**config.mk**
```make
export PLATFORM = sky130hd
export DESIGN_NAME = fetch_seq
export DESIGN_NICKNAME = d
export VERILOG_FILES = /design/src/rtl/fetch_seq.sv
export SDC_FILE = /design/constraint.sdc
export NUM_CORES = 1
export LEC_CHECK = 0
export BUFFER_PORTS_ARGS = -buffer_cell sky130_fd_sc_hd__buf_2
export CAP_MARGIN = 20
export CELL_PAD_IN_SITES_DETAIL_PLACEMENT = 2
export CELL_PAD_IN_SITES_GLOBAL_PLACEMENT = 2
export CORE_ASPECT_RATIO = 1.5
export CORE_MARGIN = 4
export CORE_UTILIZATION = 30
export DETAILED_ROUTE_END_ITERATION = 10
export GPL_TIMING_DRIVEN = 0
export PLACE_DENSITY = 0.76
export SYNTH_ARGS = -nofsm -noshare
export SYNTH_HDL_FRONTEND = slang
export SYNTH_SLANG_ARGS = --single-unit
```
**constraint.sdc**
```tcl
create_clock -name clk -period 3.5 [get_ports clk]
set_clock_uncertainty 0.1 [all_clocks]
set_input_delay 0.175 -clock clk [delete_from_list [all_inputs] [get_ports clk]]
set_output_delay 0.175 -clock clk [all_outputs]
set_load 0.02 [all_outputs]
```
**src/rtl/fetch_seq.sv**
```systemverilog
// Byte-serial Y86 instruction fetch: one memory byte per cycle, length decode from byte0,
// 48-bit assembled instruction handed to decode over a valid/ready handshake.
module fetch_seq #(
    parameter int unsigned ADDR_W = 32
) (
    input  logic              clk,
    input  logic              rst,
    input  logic              redirect,
    input  logic [ADDR_W-1:0] redirect_pc,
    output logic [ADDR_W-1:0] mem_addr,
    input  logic [7:0]        mem_data,
    output logic [47:0]       inst,
    output logic [2:0]        inst_len,
    output logic [ADDR_W-1:0] inst_pc,
    output logic              inst_bad,
    output logic              inst_valid,
    input  logic              inst_ready,
    output logic              halted
);

    localparam logic [1:0] FETCH  = 2'd0;
    localparam logic [1:0] HOLD   = 2'd1;
    localparam logic [1:0] HALTED = 2'd2;

    logic [1:0]        state_q, state_d;
    logic [ADDR_W-1:0] pc_q, pc_d;
    logic [2:0]        cnt_q, cnt_d;
    logic [2:0]        len_q, len_d;
    logic              bad_q, bad_d;
    logic [47:0]       buf_q, buf_d;

    logic [2:0] dec_len;
    logic       dec_bad;
    logic [2:0] cur_len;

    // Length decode is only meaningful when mem_data holds byte0 (cnt == 0).
    always_comb begin
        dec_len = 3'd1;
        dec_bad = 1'b0;
        case (mem_data[7:4])
            4'h0, 4'h1, 4'h9:       dec_len = 3'd1;
            4'h2, 4'h6, 4'hA, 4'hB: dec_len = 3'd2;
            4'h7, 4'h8:             dec_len = 3'd5;
            4'h3, 4'h4, 4'h5:       dec_len = 3'd6;
            default: begin
                dec_len = 3'd1;
                dec_bad = 1'b1;
            end
        endcase
    end

    assign cur_len = (cnt_q == 3'd0) ? dec_len : len_q;

    always_comb begin
        state_d = state_q;
        pc_d    = pc_q;
        cnt_d   = cnt_q;
        len_d   = len_q;
        bad_d   = bad_q;
        buf_d   = buf_q;
        case (state_q)
            FETCH: begin
                for (int i = 0; i < 6; i++) begin
                    if (cnt_q == 3'(i)) buf_d[8*(5-i) +: 8] = mem_data;
                end
                if (cnt_q == 3'd0) begin
                    len_d = dec_len;
                    bad_d = dec_bad;
                end
                if (cnt_q + 3'd1 == cur_len) state_d = HOLD;
                else                         cnt_d   = cnt_q + 3'd1;
            end
            HOLD: begin
                if (inst_ready) begin
                    pc_d    = pc_q + ADDR_W'(len_q);
                    cnt_d   = 3'd0;
                    buf_d   = '0;
                    state_d = (buf_q[47:44] == 4'h0 && !bad_q) ? HALTED : FETCH;
                end
            end
            HALTED: ;
            default: state_d = FETCH;
        endcase
        // Redirect wins over the handshake: a held instruction is dropped.
        if (redirect) begin
            pc_d    = redirect_pc;
            cnt_d   = 3'd0;
            buf_d   = '0;
            state_d = FETCH;
        end
    end

    always_ff @(posedge clk or posedge rst) begin
        if (rst) begin
            state_q <= FETCH;
            pc_q    <= '0;
            cnt_q   <= 3'd0;
            len_q   <= 3'd1;
            bad_q   <= 1'b0;
            buf_q   <= '0;
        end else begin
            state_q <= state_d;
            pc_q    <= pc_d;
            cnt_q   <= cnt_d;
            len_q   <= len_d;
            bad_q   <= bad_d;
            buf_q   <= buf_d;
        end
    end

    assign mem_addr   = pc_q + ADDR_W'(cnt_q);
    assign inst       = buf_q;
    assign inst_len   = len_q;
    assign inst_pc    = pc_q;
    assign inst_bad   = bad_q;
    assign inst_valid = (state_q == HOLD);
    assign halted     = (state_q == HALTED);

endmodule

```
; ---- Yosys cells after proc, flatten, opt, wreduce, memory -nomap -nowiden
; Cells that the tools add are included.
[word_totals]
output_inout_bits = 118
ff_bits = 89
input_bits = 44
word_cells = 90
[classes]
n_reduce_logical = 23
n_eq_ne = 29
add_sub_neg = 3
mux = 24
[ops]
columns = operator, count
row1 = 2-to-1 mux 32 bit, 3
row2 = 2-to-1 mux 48 bit, 2
row3 = one-hot mux 48 bit (2 select lines), 1
row4 = adder 32 x 3 -> 32 bit, 2
row5 = 2-to-1 mux 8 bit, 6
row6 = != test 3 bit (second input constant), 8
row7 = AND reduction 3 bit, 8
row8 = == test 4 x 3 -> 1 bit (second input constant), 4
row9 = == test 4 bit (second input constant), 4
row10 = 2-to-1 mux 3 bit, 4
row11 = OR reduction 12 bit, 1
row12 = one-hot mux 3 bit (3 select lines), 1
row13 = == test 4 x 2 -> 1 bit (second input constant), 2
row14 = zero test 4 bit, 2
row15 = 2-to-1 mux 2 bit, 4
row16 = == test 3 x 2 -> 1 bit (second input constant), 2
row17 = == test 3 bit (second input constant), 2
row18 = one-hot mux 2 bit (3 select lines), 1
row19 = one-hot mux 3 bit (2 select lines), 1
row20 = == test 4 x 1 -> 1 bit (second input constant), 1
row21 = AND reduction 2 bit, 2
row22 = nonzero test 2 bit, 2
row23 = OR reduction 4 bit, 1
row24 = adder 3 x 1 -> 3 bit (second input constant), 1
row25 = other kinds (14), 14

; ---- Depth between registers and ports, before layout
; Gate-level depths: netlist of the first run.
[logic_depth]
depth_word = 8
ltp_mapped = 10

; ---- Worst setup path after synthesis of the first run
; Ideal clock, no wire load.
[synth_timing]
path_type = reg2out
startpoint = register pc_q[0] (netlist: inst_pc[0])
endpoint = output mem_addr[30]
arrival_time_ns = 2.497
path_slack_ns = 0.728
stages_incl_launch_ff = 11
path_buffers = 1
cell_sequence = dfrtp_1 -> ha_1 -> inv_1 -> fa_1 -> nand2b_1 -> a21oi_2 -> nand2_1 -> or2_2 -> buf_2 -> nor2_1 -> xor2_1
[synth_between]
elab_chain_cells = 1
[synth_rtl]
columns = element, line
row1 = start: declaration, 26  ; logic [ADDR_W-1:0] pc_q, pc_d;
row2 = start signal: assignment, 103  ; pc_q <= pc_d;
row3 = adder 32 x 3 -> 32 bit, 111  ; assign mem_addr = pc_q + ADDR_W'(cnt_q);
row4 = end: declaration, 10  ; output logic [ADDR_W-1:0] mem_addr,
; Every way passes these cells.

; ---- Worst setup path in the final report of the first run
[layout_timing]
startpoint = register cnt_q[0]
endpoint = output mem_addr[22]
[layout_between]
elab_chain_cells = 1
[layout_rtl]
columns = element, line
row1 = start: declaration, 27  ; logic [2:0] cnt_q, cnt_d;
row2 = start signal: assignment, 104  ; cnt_q <= cnt_d;
row3 = adder 32 x 3 -> 32 bit, 111
; Every way passes these cells.

==> metrics.md, run 1 <==
| Metric | Value |
|---|---|
| Fmax | `307 MHz` |
| MaxCap Viol Count | `0` |
| P&R area growth vs syn | `35.6%` |
| Drt wl/cell | `19.4 um` |
| Die X | `113 um` |
| Leakage | `3.25 nW` |
| Async SR Flop Fraction | `100%` |
| Max rail drop VDD | `~0.27 mV` |
| Critical Path Fanout Max | `7` |
| Routed Antenna Nets | `0` |
| Core Rows | `57` |
| Fillers | `between 1,500 and 2,000` |
| Outcome | `completed` |
| Final Slew Violations | `0` |
| Final WS setup | `~0.24 ns` |
| DR pass1 iterations | `4` |
| Setup WS pre-CTS | `0.181 ns` |
| Final Hold Fails | `0` |
| Via count | `4,662` |
| First-pass GRT wire length | `29.3 mm` |
| Multi-input logic area | `0.00256 mm^2` |
| DRT iter0 DRCs | `between 90 and 100` |
| Total die area | `0.0187 mm^2` |
| Synth Net Count | `582` |
| Synthesis-stage register bit count | `89` |
| Worst hold path type | `input port to flip-flop` |
| CTS HTree Levels | `3` |
| Initial antenna violation count | `0` |
| Worst path required time | `3.22 ns` |
| Slew @ Worst Pin | `0.728 ns` |
| RR Startpoint | `inst_len[0]` |
| Clk sinks | `89` |
| Vias in the first global route | `5,205` |
| Buffers on Ports | `161` |
| Power density cells | `629 mW/mm^2` |
| CTS root buf | `clkbuf_16` |
| Post-layout power | `4.23 mW` |
| WL final | `18.3 mm` |
| Worst-path clk slew | `0.07 ns` |
| Yosys cell types | `54` |
| CP startpoint kind | `flip-flop` |
| Final instance area | `0.00671 mm^2` |
| DP Area | `roughly 0.0060 mm^2` |
| Clk buf depth | `2` |
| Largest net degree at the start of global routing | `52` |
| Synth cell count leaders | `96 x nand2_1, 88 x dfrtp_1, 61 x o21ai_0` |
| Number of I/O pins | `162` |
| CP startpoint | `cnt_q[0]` |
| Post-DP HPWL | `approximately 14 mm` |
| EDFF count, synth | `0` |
| Post-route minimum period | `3.26 ns` |
| Core area | `0.0162 mm^2` |
| Yosys top cell area share | `between 40 and 50%` |
| Total gr overflow | `0` |
| Total global-route track usage | `20.1%` |
| Clock Latency Late Sink | `0.35 ns` |
| Arr. time, crit path | `just under 3 ns` |
| Hold path startpoint | `mem_data[7]` |
| Final worst path period share | `93.0%` |
| CTS tree | `done` |
| Final-stage net count | `793` |
| Residual DRC count | `0` |
| Setup TNS | `0 ns` |
| Critical path type | `flip-flop to output port` |
| Hold Worst Slack | `between 0.02 and 0.03 ns` |
| Routability Congestion | `0.831` |
| Share of layout cells above drive strength 1 | `32.4%` |
| Diode count | `0` |
| Routed vias/inst | `4.92` |
| Largest area contributor in the netlist | `dfrtp_1` |
| Synth Instances | `525` |
| Most frequent cell after synthesis | `nand2_1` |
| Area contributors post-synth | `dfrtp_1 44%, nand2_1 7.3%, xnor2_1 6.2%` |
| Avg Cell Area, Syn | `9.43 um^2` |
| Post-synthesis sequential area ratio | `45.0%` |
| CP endpoint kind | `output port` |
| Register area | `about 0.0022 mm^2` |
| Mapped cell area | `slightly below 0.005 mm^2` |
| Finish-stage setup viols | `0` |
| Die H | `165 um` |
| Slew margin rel. | `51.3%` |
| Num CTS Buffers | `9` |
| Initial core utilization | `30.6%` |
| Syn. warnings | `0` |
| RSZ-0062 raised after global routing | `false` |
| Top_reg_cell synth | `dfrtp_1` |
stage by stage:
step / util (%) / std cells
2_1_floorplan: - / 525
3_3_place_gp: 37.2 / 892
3_5_place_dp: 37.3 / 893
4_1_cts: 41.3 / 943
5_1_grt: 41.5 / 947
6_report: 41.5 / 947
final timing paths:
kind / to / slack (ns) / depth (start not counted)
max: mem_addr[22] / 0.24 / 11
min: inst_bad / 0.03 / 3
max reg2reg: inst_pc[22] / 0.64 / 9
min reg2reg: inst[26] / 0.39 / 2
max in group asynchronous: inst[12] / 2.30 / 4
min in group asynchronous: inst_pc[6] / 0.34 / 3
worst max-delay path, cell delays in order (launching register included):
cell and delay [ns]:
dfrtp_2 0.44, ha_1 0.21, inv_1 0.06, fa_1 0.41, nand2b_1 0.22, a21oi_4 0.17, nand2_2 0.12, or2_2 0.30
buf_2 0.18, nor3_1 0.19, xnor2_1 0.14, buf_2 0.19
layout make-up:
type	count	share of cell area (%)
Tap cell	206	3.84
Multi-Input combinational cell	397	38.1
Sequential cell	89	33.2
Timing Repair Buffer	200	17.9
Clock inverter	7	0.913
Buffer	24	1.75
Inverter	15	0.876
Clock buffer	9	3.35
where the power goes:
group / internal (mW) / total [mW] / switching (mW)
logic: 0.631 / 1.77 / 1.14
registers: 1.28 / 1.48 / 0.206
clock network: 0.498 / 0.975 / 0.477
what timing repair did:
| item | in CTS | in global routing |
|---|---|---|
| hold buffers | 34 | 0 |
| pin swaps | 0 | 1 |
| endpoints found under the setup margin | 7 | 6 |
| gates cloned | 0 | 0 |
| resized for setup | 3 | 0 |
| setup buffers | 0 | 4 |
| endpoints found under the hold margin | 70 | 0 |
sequential cells by signal (all words and copies together) (netlist names):
name / count
state_q: 2
inst_pc: 32
inst: 48
inst_bad: 1
inst_len: 3
cnt_q: 3
placed cells by master (no fill, tap or decap), types with 3 or more instances in the layout:
cell type        n
or3_1            3
nand2_1         95
dlygate4sd3_1   34
a21oi_1          8
nand2b_1         3
xor2_1          28
a21o_1           4
clkbuf_16        9
and2_1           9
nand4_4          3
o21ai_1          6
o21ai_0         61
xnor2_1         35
nand4_1          4
buf_4            5
nand3_1         12
mux2i_1          3
buf_2          172
mux2_2          18
nor4_1           3
ha_1            11
nor3_1           9
dfrtp_1         87
and3_1           4
clkbuf_1         9
inv_1           14
nor2_1          44
or2_2            3
kinds of logic (layout without fill, tap and decap cells):
kind of cell	Yosys count	in the layout	share of synthesized area (%)
muxes	21	21	4.70
AOI/OAI and AO/OA	91	91	10.6
xor gates and xnor gates	63	63	11.1
adders and majority gates	13	13	3.59
DFF	89	89	45.0
and+or+nand+nor	209	209	21.5
buffers and inverters	39	255	3.51
routing by layer:
layer,track usage [%],wire (um)
met4,6.18,321
met3,3.94,986
met5,0,0
met1,21.5,6720
met2,39.2,10300
Power figures use the tool's default switching activity.
==> run 2: changes to the inputs <==
--- a/config.mk
+++ b/config.mk
@@ -5,7 +5,7 @@
 export SDC_FILE = /design/constraint.sdc
 export NUM_CORES = 1
 export LEC_CHECK = 0
-export BUFFER_PORTS_ARGS = -buffer_cell sky130_fd_sc_hd__buf_2
+export BUFFER_PORTS_ARGS = -buffer_cell sky130_fd_sc_hd__clkbuf_2
 export CAP_MARGIN = 20
 export CELL_PAD_IN_SITES_DETAIL_PLACEMENT = 2
 export CELL_PAD_IN_SITES_GLOBAL_PLACEMENT = 2
==> run 2 against run 1 <==
Against the previous run: global-route usage decreased by 0.088 points; sequential power is essentially flat; worst hold slack better by 0.031 ns; largest power group unchanged.
==> metrics.md, run 2 (same netlist as run 1, synthesis figures left out) <==
| Metric | Value |
|---|---|
| Outcome | `completed` |
| Grt met2 use | `40.7% (+1.5 points)` |
| Clk sinks | `89 (unchanged)` |
| Met3 usage | `4.05% (+0.11 points)` |
| Hold Worst Slack | `0.0598 ns (+0.0309 ns)` |
| Switch share | `43.4% (+0.31 points)` |
| Slew @ Worst Pin | `0.742 ns (+0.0140 ns)` |
| Worst hold path type | `input port to flip-flop` |
| Critical Path Fanout Max | `7 (unchanged)` |
| MaxCap Viol Count | `0 (unchanged)` |
| Vias in the first global route | `5,290 (+1.6%)` |
| Sequential share of power | `35.2% (about the same)` |
| CP endpoint kind | `output port` |
| Core Rows | `57 (unchanged)` |
| CP startpoint | `inst_pc[0]` |
| Leakage | `3.22 nW (-0.75%)` |
| Core area | `0.0162 mm^2 (unchanged)` |
| CTS HTree Levels | `3 (unchanged)` |
| Slew margin rel. | `50.4% (-0.93 points)` |
| Drt wl/cell | `19.4 um (+0.29%)` |
| Via count | `4,633 (-0.62%)` |
| Final Non-Filler Cells | `945 (-0.21%)` |
| Most common cell after layout, fill and taps aside | `clkbuf_2` |
| Arr. time, crit path | `2.95 ns (-0.03 ns)` |
| Finish-stage setup viols | `0 (unchanged)` |
| Initial antenna violation count | `0 (unchanged)` |
| Max reg flops | `48 (unchanged)` |
| First-pass GRT wire length | `29.1 mm (-0.52%)` |
| Setup TNS | `0 ns (unchanged)` |
| Hold depth | `3 (unchanged)` |
| CTS tree | `done` |
| DR pass1 iterations | `4 (unchanged)` |
| R2R Setup Slk | `0.52 ns (-0.12 ns)` |
| Total global-route track usage | `20.0% (-0.088 points)` |
| Clock power share | `23.2% (about the same)` |
| Final instance area | `0.00671 mm^2 (about the same)` |
| Commonest cells after routing, fill and taps aside | `163 x clkbuf_2, 95 x nand2_1, 87 x dfrtp_1` |
| Layout Utilization | `41.4% (about the same)` |
| Post-layout power | `4.23 mW (about the same)` |
| Final WS setup | `0.273 ns (+0.0280 ns)` |
| Final Slew Violations | `0 (unchanged)` |
| Diode count | `0 (unchanged)` |
| Final worst path period share | `92.2% (-0.80 points)` |
| Power share of the combinational group | `41.6% (-0.3 points)` |
| Clk buf depth | `2 (unchanged)` |
| Inst Count DP | `893 (unchanged)` |
| Largest net degree at the start of global routing | `59 (+13%)` |
| Clock Latency Late Sink | `0.35 ns (about the same)` |
| Post-DP HPWL | `14.1 mm (+0.55%)` |
| Total gr overflow | `0 (unchanged)` |
| Initial core utilization | `30.6% (unchanged)` |
| Met1 usage | `20.5% (-1.0 points)` |
| P&R area growth vs syn | `35.4% (about the same)` |
| DP Area | `0.00605 mm^2 (unchanged)` |
| DRT iter0 DRCs | `122 (+24%)` |
| Routed vias/inst | `4.90 (-0.41%)` |
| Routed Antenna Nets | `0 (unchanged)` |
| Die H | `165 um (unchanged)` |
| Worst path required time | `3.22 ns (about the same)` |
| Power density cells | `630 mW/mm^2 (about the same)` |
| Routability Congestion | `0.829 (-0.28%)` |
| Final-stage net count | `791 (-0.25%)` |
| Fmax | `310 MHz (+0.87%)` |
| Max rail drop VDD | `0.261 mV (-3.3%)` |
| WL final | `18.4 mm (about the same)` |
| RR Startpoint | `inst_len[0]` |
| CP startpoint kind | `flip-flop` |
| Num CTS Buffers | `9 (unchanged)` |
| Total die area | `0.0187 mm^2 (unchanged)` |
| Die X | `113 um (unchanged)` |
| Share of layout cells above drive strength 1 | `32.3% (-0.048 points)` |
| Residual DRC count | `0 (unchanged)` |
| Psw | `1.83 mW (+0.71%)` |
| Critical path type | `flip-flop to output port` |
| Worst Reg-to-Reg Cells | `9 (unchanged)` |
| Pint | `2.39 mW (-0.56%)` |
| Final Hold Fails | `0 (unchanged)` |
| CP Capture Point | `mem_addr[18]` |
| Crit Reg-Reg Endpoint | `inst_pc[22]` |
| RSZ-0062 raised after global routing | `false` |
| Number of I/O pins | `162 (unchanged)` |
| Setup WS pre-CTS | `0.140 ns (-0.0414 ns)` |
| GRT busiest layer | `met2` |
| CTS root buf | `clkbuf_16` |
| Worst-path clk slew | `0.07 ns (about the same)` |
| Buffers on Ports | `161 (unchanged)` |
| Post-route minimum period | `3.23 ns (-0.0280 ns)` |
## run 2: cell types whose count changed in the layout (fill, tap and decap cells not counted)
cell | previous run | this run
clkinv_4 | 1 | 0
nor3_1 | 9 | 8
inv_6 | 2 | 4
clkbuf_2 | 2 | 163
buf_4 | 5 | 3
buf_2 | 172 | 11
nor3_2 | 1 | 2
clkinv_2 | 1 | 0
## run 2: worst min path at each step
stage,from,end
after global placement,redirect_pc[16],inst_pc[16]
after CTS,mem_data[7],inst_bad
final,mem_data[6],inst_bad
after global routing,mem_data[7],inst_bad
after detailed placement,rst,inst_pc[3]
after floorplan,inst_ready,state_q[0]
## run 2: power by group through the flow
stage | Combinational, mW | Clock, mW | Sequential, mW
after detailed placement | 1.73 | 0 | 1.52
after global placement | 1.66 | 0 | 1.50
after CTS | 1.79 | 1.01 | 1.49
final | 1.76 | 0.982 | 1.49
after floorplan | 0.819 | 0 | 1.75
after global routing | 1.92 | 1.05 | 1.53
## run 2: what timing repair did
action | 4_1_cts | 5_1_grt
hold endpoints to repair | 64 | 0
setup buffers | 1 | 1
pin swaps | 0 | 1
hold buffers | 34 | 0
gates resized for setup | 3 | 1
endpoints found under the setup margin | 6 | 3
cloned | 0 | 0
## run 2: area by class of cell
type                            instances  area, um^2
Multi-Input combinational cell        397        2560
Buffer                                 24         118
Clock buffer                            9         225
Clock inverter                          7        65.1
Sequential cell                        89        2230
Inverter                               15        58.8
Timing Repair Buffer                  198        1190
Tap cell                              206         258
Fill cell                            1800        9480
## run 2: critical path, cell delays in order (launching register included)
cell and delay (ns):
dfrtp_1 0.41, ha_1 0.21, inv_1 0.06, fa_1 0.41
nand2b_1 0.21, a21oi_4 0.18, nand2_2 0.12, or2_2 0.29
buf_2 0.18, nor2_1 0.16, xor2_1 0.17, clkbuf_2 0.19
## run 2: per-layer routing
metal | vias to the layer above | wire, um
met3 | 16 | 934
met1 | 2316 | 6630
met2 | 131 | 10600
met4 | 0 | 224
li1 | 2170 | -
met5 | - | 0
==> run 3: changes to the inputs <==
--- a/config.mk
+++ b/config.mk
@@ -5,7 +5,7 @@
 export SDC_FILE = /design/constraint.sdc
 export NUM_CORES = 1
 export LEC_CHECK = 0
-export BUFFER_PORTS_ARGS = -buffer_cell sky130_fd_sc_hd__clkbuf_2
+export BUFFER_PORTS_ARGS = -buffer_cell sky130_fd_sc_hd__buf_2
 export CAP_MARGIN = 20
 export CELL_PAD_IN_SITES_DETAIL_PLACEMENT = 2
 export CELL_PAD_IN_SITES_GLOBAL_PLACEMENT = 2
@@ -14,7 +14,7 @@
 export CORE_UTILIZATION = 30
 export DETAILED_ROUTE_END_ITERATION = 10
 export GPL_TIMING_DRIVEN = 0
-export PLACE_DENSITY = 0.76
+export PLACE_DENSITY_LB_ADDON = 0.1
 export SYNTH_ARGS = -nofsm -noshare
 export SYNTH_HDL_FRONTEND = slang
 export SYNTH_SLANG_ARGS = --single-unit
==> run 3 against run 2 <==
Against the previous run: power about the same; combinational power about the same; sequential cell count unchanged; maximum frequency down 0.69%; cell area about the same; critical path depth unchanged.
==> metrics.md, run 3 (same netlist as run 1, synthesis figures left out) <==
| Metric | Value |
|---|---|
| Initial antenna violation count | `0 (unchanged)` |
| Final-stage net count | `791 (unchanged)` |
| Arr. time, crit path | `2.97 ns (+0.02 ns)` |
| Clk buf depth | `2 (unchanged)` |
| RR Startpoint | `inst_len[0]` |
| P&R area growth vs syn | `35.5% (about the same)` |
| Final worst path period share | `92.8% (+0.64 points)` |
| Final Hold Fails | `0 (unchanged)` |
| Post-route minimum period | `3.25 ns (+0.0223 ns)` |
| Clk sinks | `89 (unchanged)` |
| CP startpoint kind | `flip-flop` |
| Routability Congestion | `0.815 (-1.7%)` |
| Residual DRC count | `0 (unchanged)` |
| Final Non-Filler Cells | `945 (unchanged)` |
| CTS HTree Levels | `3 (unchanged)` |
| Power density cells | `630 mW/mm^2 (about the same)` |
| Outcome | `completed` |
| Number of I/O pins | `162 (unchanged)` |
| Hold depth | `3 (unchanged)` |
| Largest net degree at the start of global routing | `48 (-19%)` |
| Routed vias/inst | `4.86 (-0.93%)` |
| Worst hold path type | `input port to flip-flop` |
| Max rail drop VDD | `0.313 mV (+20%)` |
| Hold path startpoint | `mem_data[7]` |
| WL final | `18.4 mm (+0.41%)` |
| Final Slew Violations | `0 (unchanged)` |
| Slew margin rel. | `51.1% (+0.75 points)` |
| Worst Reg-to-Reg Cells | `9 (unchanged)` |
| Total global-route track usage | `20.0% (+0.028 points)` |
| DRT iter0 DRCs | `95 (-22%)` |
| End of the worst hold path | `inst_bad` |
| Fmax | `308 MHz (-0.69%)` |
| Critical path type | `flip-flop to output port` |
| Vias in the first global route | `5,311 (+0.40%)` |
| Slew @ Worst Pin | `0.731 ns (-0.0112 ns)` |
| Commonest cells after routing, fill and taps aside | `172 x buf_2, 95 x nand2_1, 87 x dfrtp_1` |
| Fillers | `1,806 (+0.33%)` |
| Via count | `4,590 (-0.93%)` |
| Buffers on Ports | `161 (unchanged)` |
| Diode count | `0 (unchanged)` |
| Share of layout cells above drive strength 1 | `32.2% (-0.14 points)` |
| Core area | `0.0162 mm^2 (unchanged)` |
| R2R Setup Slk | `0.61 ns (+0.09 ns)` |
| Initial core utilization | `30.6% (unchanged)` |
| MaxCap Viol Count | `0 (unchanged)` |
| Max reg flops | `48 (unchanged)` |
| Total gr overflow | `0 (unchanged)` |
| RSZ-0062 raised after global routing | `false` |
| Drt wl/cell | `19.5 um (+0.41%)` |
| Leakage | `3.24 nW (+0.50%)` |
| Core Rows | `57 (unchanged)` |
| Die H | `165 um (unchanged)` |
| Post-DP HPWL | `14.1 mm (-0.16%)` |
| Most common cell after layout, fill and taps aside | `buf_2` |
| First-pass GRT wire length | `29.2 mm (+0.14%)` |
| CTS root buf | `clkbuf_16` |
| Num CTS Buffers | `9 (unchanged)` |
| Critical Path Fanout Max | `7 (unchanged)` |
| Layout Utilization | `41.5% (about the same)` |
| CTS tree | `done` |
| Worst-path clk slew | `0.07 ns (about the same)` |
| Die X | `113 um (unchanged)` |
| Inst Count DP | `893 (unchanged)` |
| DR pass1 iterations | `4 (unchanged)` |
| Total die area | `0.0187 mm^2 (unchanged)` |
| Crit Reg-Reg Endpoint | `inst_pc[22]` |
| CP endpoint kind | `output port` |
| Worst path required time | `3.22 ns (about the same)` |
| Routed Antenna Nets | `0 (unchanged)` |
| Finish-stage setup viols | `0 (unchanged)` |
| Clock Latency Late Sink | `0.35 ns (about the same)` |
-- run 3: cell types whose count changed in the layout (fill, tap and decap cells not counted), sizes merged --
cell,delta
buf,+161
clkbuf,-161
clkinv,+4
inv,-4
-- run 3: what timing repair did --
item	4_1_cts	5_1_grt
endpoints found under the hold margin	79	0
hold buffers	34	0
setup buffers	1	1
gates resized for setup	2	1
setup endpoints to repair	7	6
pin swaps	0	1
-- run 3: stage by stage --
stage	setup slack, ns	setup TNS (ns)	hold slack (ns)	power, mW	area (um^2)
finish	0.251	0	0.0554	4.23	6710
global route	0.0626	0	0.0774	4.51	6710
CTS	0.0151	0	0.0541	4.31	6700
detailed placement	0.198	0	0.203	3.25	6050
global placement	-0.435	-37.61	0.285	3.16	6020
floorplan	0.728	0	0.159	2.57	4950
-- run 3: routing by layer --
metal / global-route usage, % / vias up / part of all wire, %
li1: - / 2169 / -
met1: 20.2 / 2307 / 36
met2: 41.5 / 103 / 59
met3: 3.65 / 11 / 4.3
met4: 4.54 / 0 / 1.1
met5: 0 / - / 0
-- run 3: critical path, stage by stage (launching register included) --
cell,delay [ns]
dfrtp_1,0.42
ha_1,0.22
inv_1,0.06
fa_1,0.41
nand2b_1,0.23
a21oi_4,0.17
nand2_2,0.12
or2_2,0.29
buf_2,0.19
nor2_1,0.17
xor2_1,0.17
buf_2,0.18
-- run 3: power by group --
group	internal (mW)	switching, mW	total (mW)
Combinational	0.621	1.14	1.76
Clock	0.503	0.486	0.989
Sequential	1.28	0.202	1.48
Total	2.40	1.83	4.23
-- run 3: final cells by class --
type / count / area [um^2] / share of cell area (%)
flip-flops and latches: 89 / 2230 / 33.2
plain buffers: 24 / 118 / 1.75
repair buffers: 198 / 1190 / 17.7
well taps: 206 / 258 / 3.84
inverters: 15 / 58.8 / 0.876
multi-input cells: 397 / 2560 / 38.1
clock buffers: 9 / 225 / 3.36
clock inverters: 7 / 75.1 / 1.12
-- run 3: worst max-delay path by stage --
stage | slack, ns | cells after the start | startpoint | to
after floorplan | 0.73 | 10 | inst_pc[0] | mem_addr[30]
final | 0.25 | 11 | inst_pc[0] | mem_addr[28]
after global placement | -0.43 | 2 | rst | inst_pc[26]
after global routing | 0.06 | 11 | inst_pc[0] | mem_addr[22]
after CTS | 0.02 | 11 | inst_pc[0] | mem_addr[22]
after detailed placement | 0.20 | 11 | cnt_q[0] | mem_addr[22]
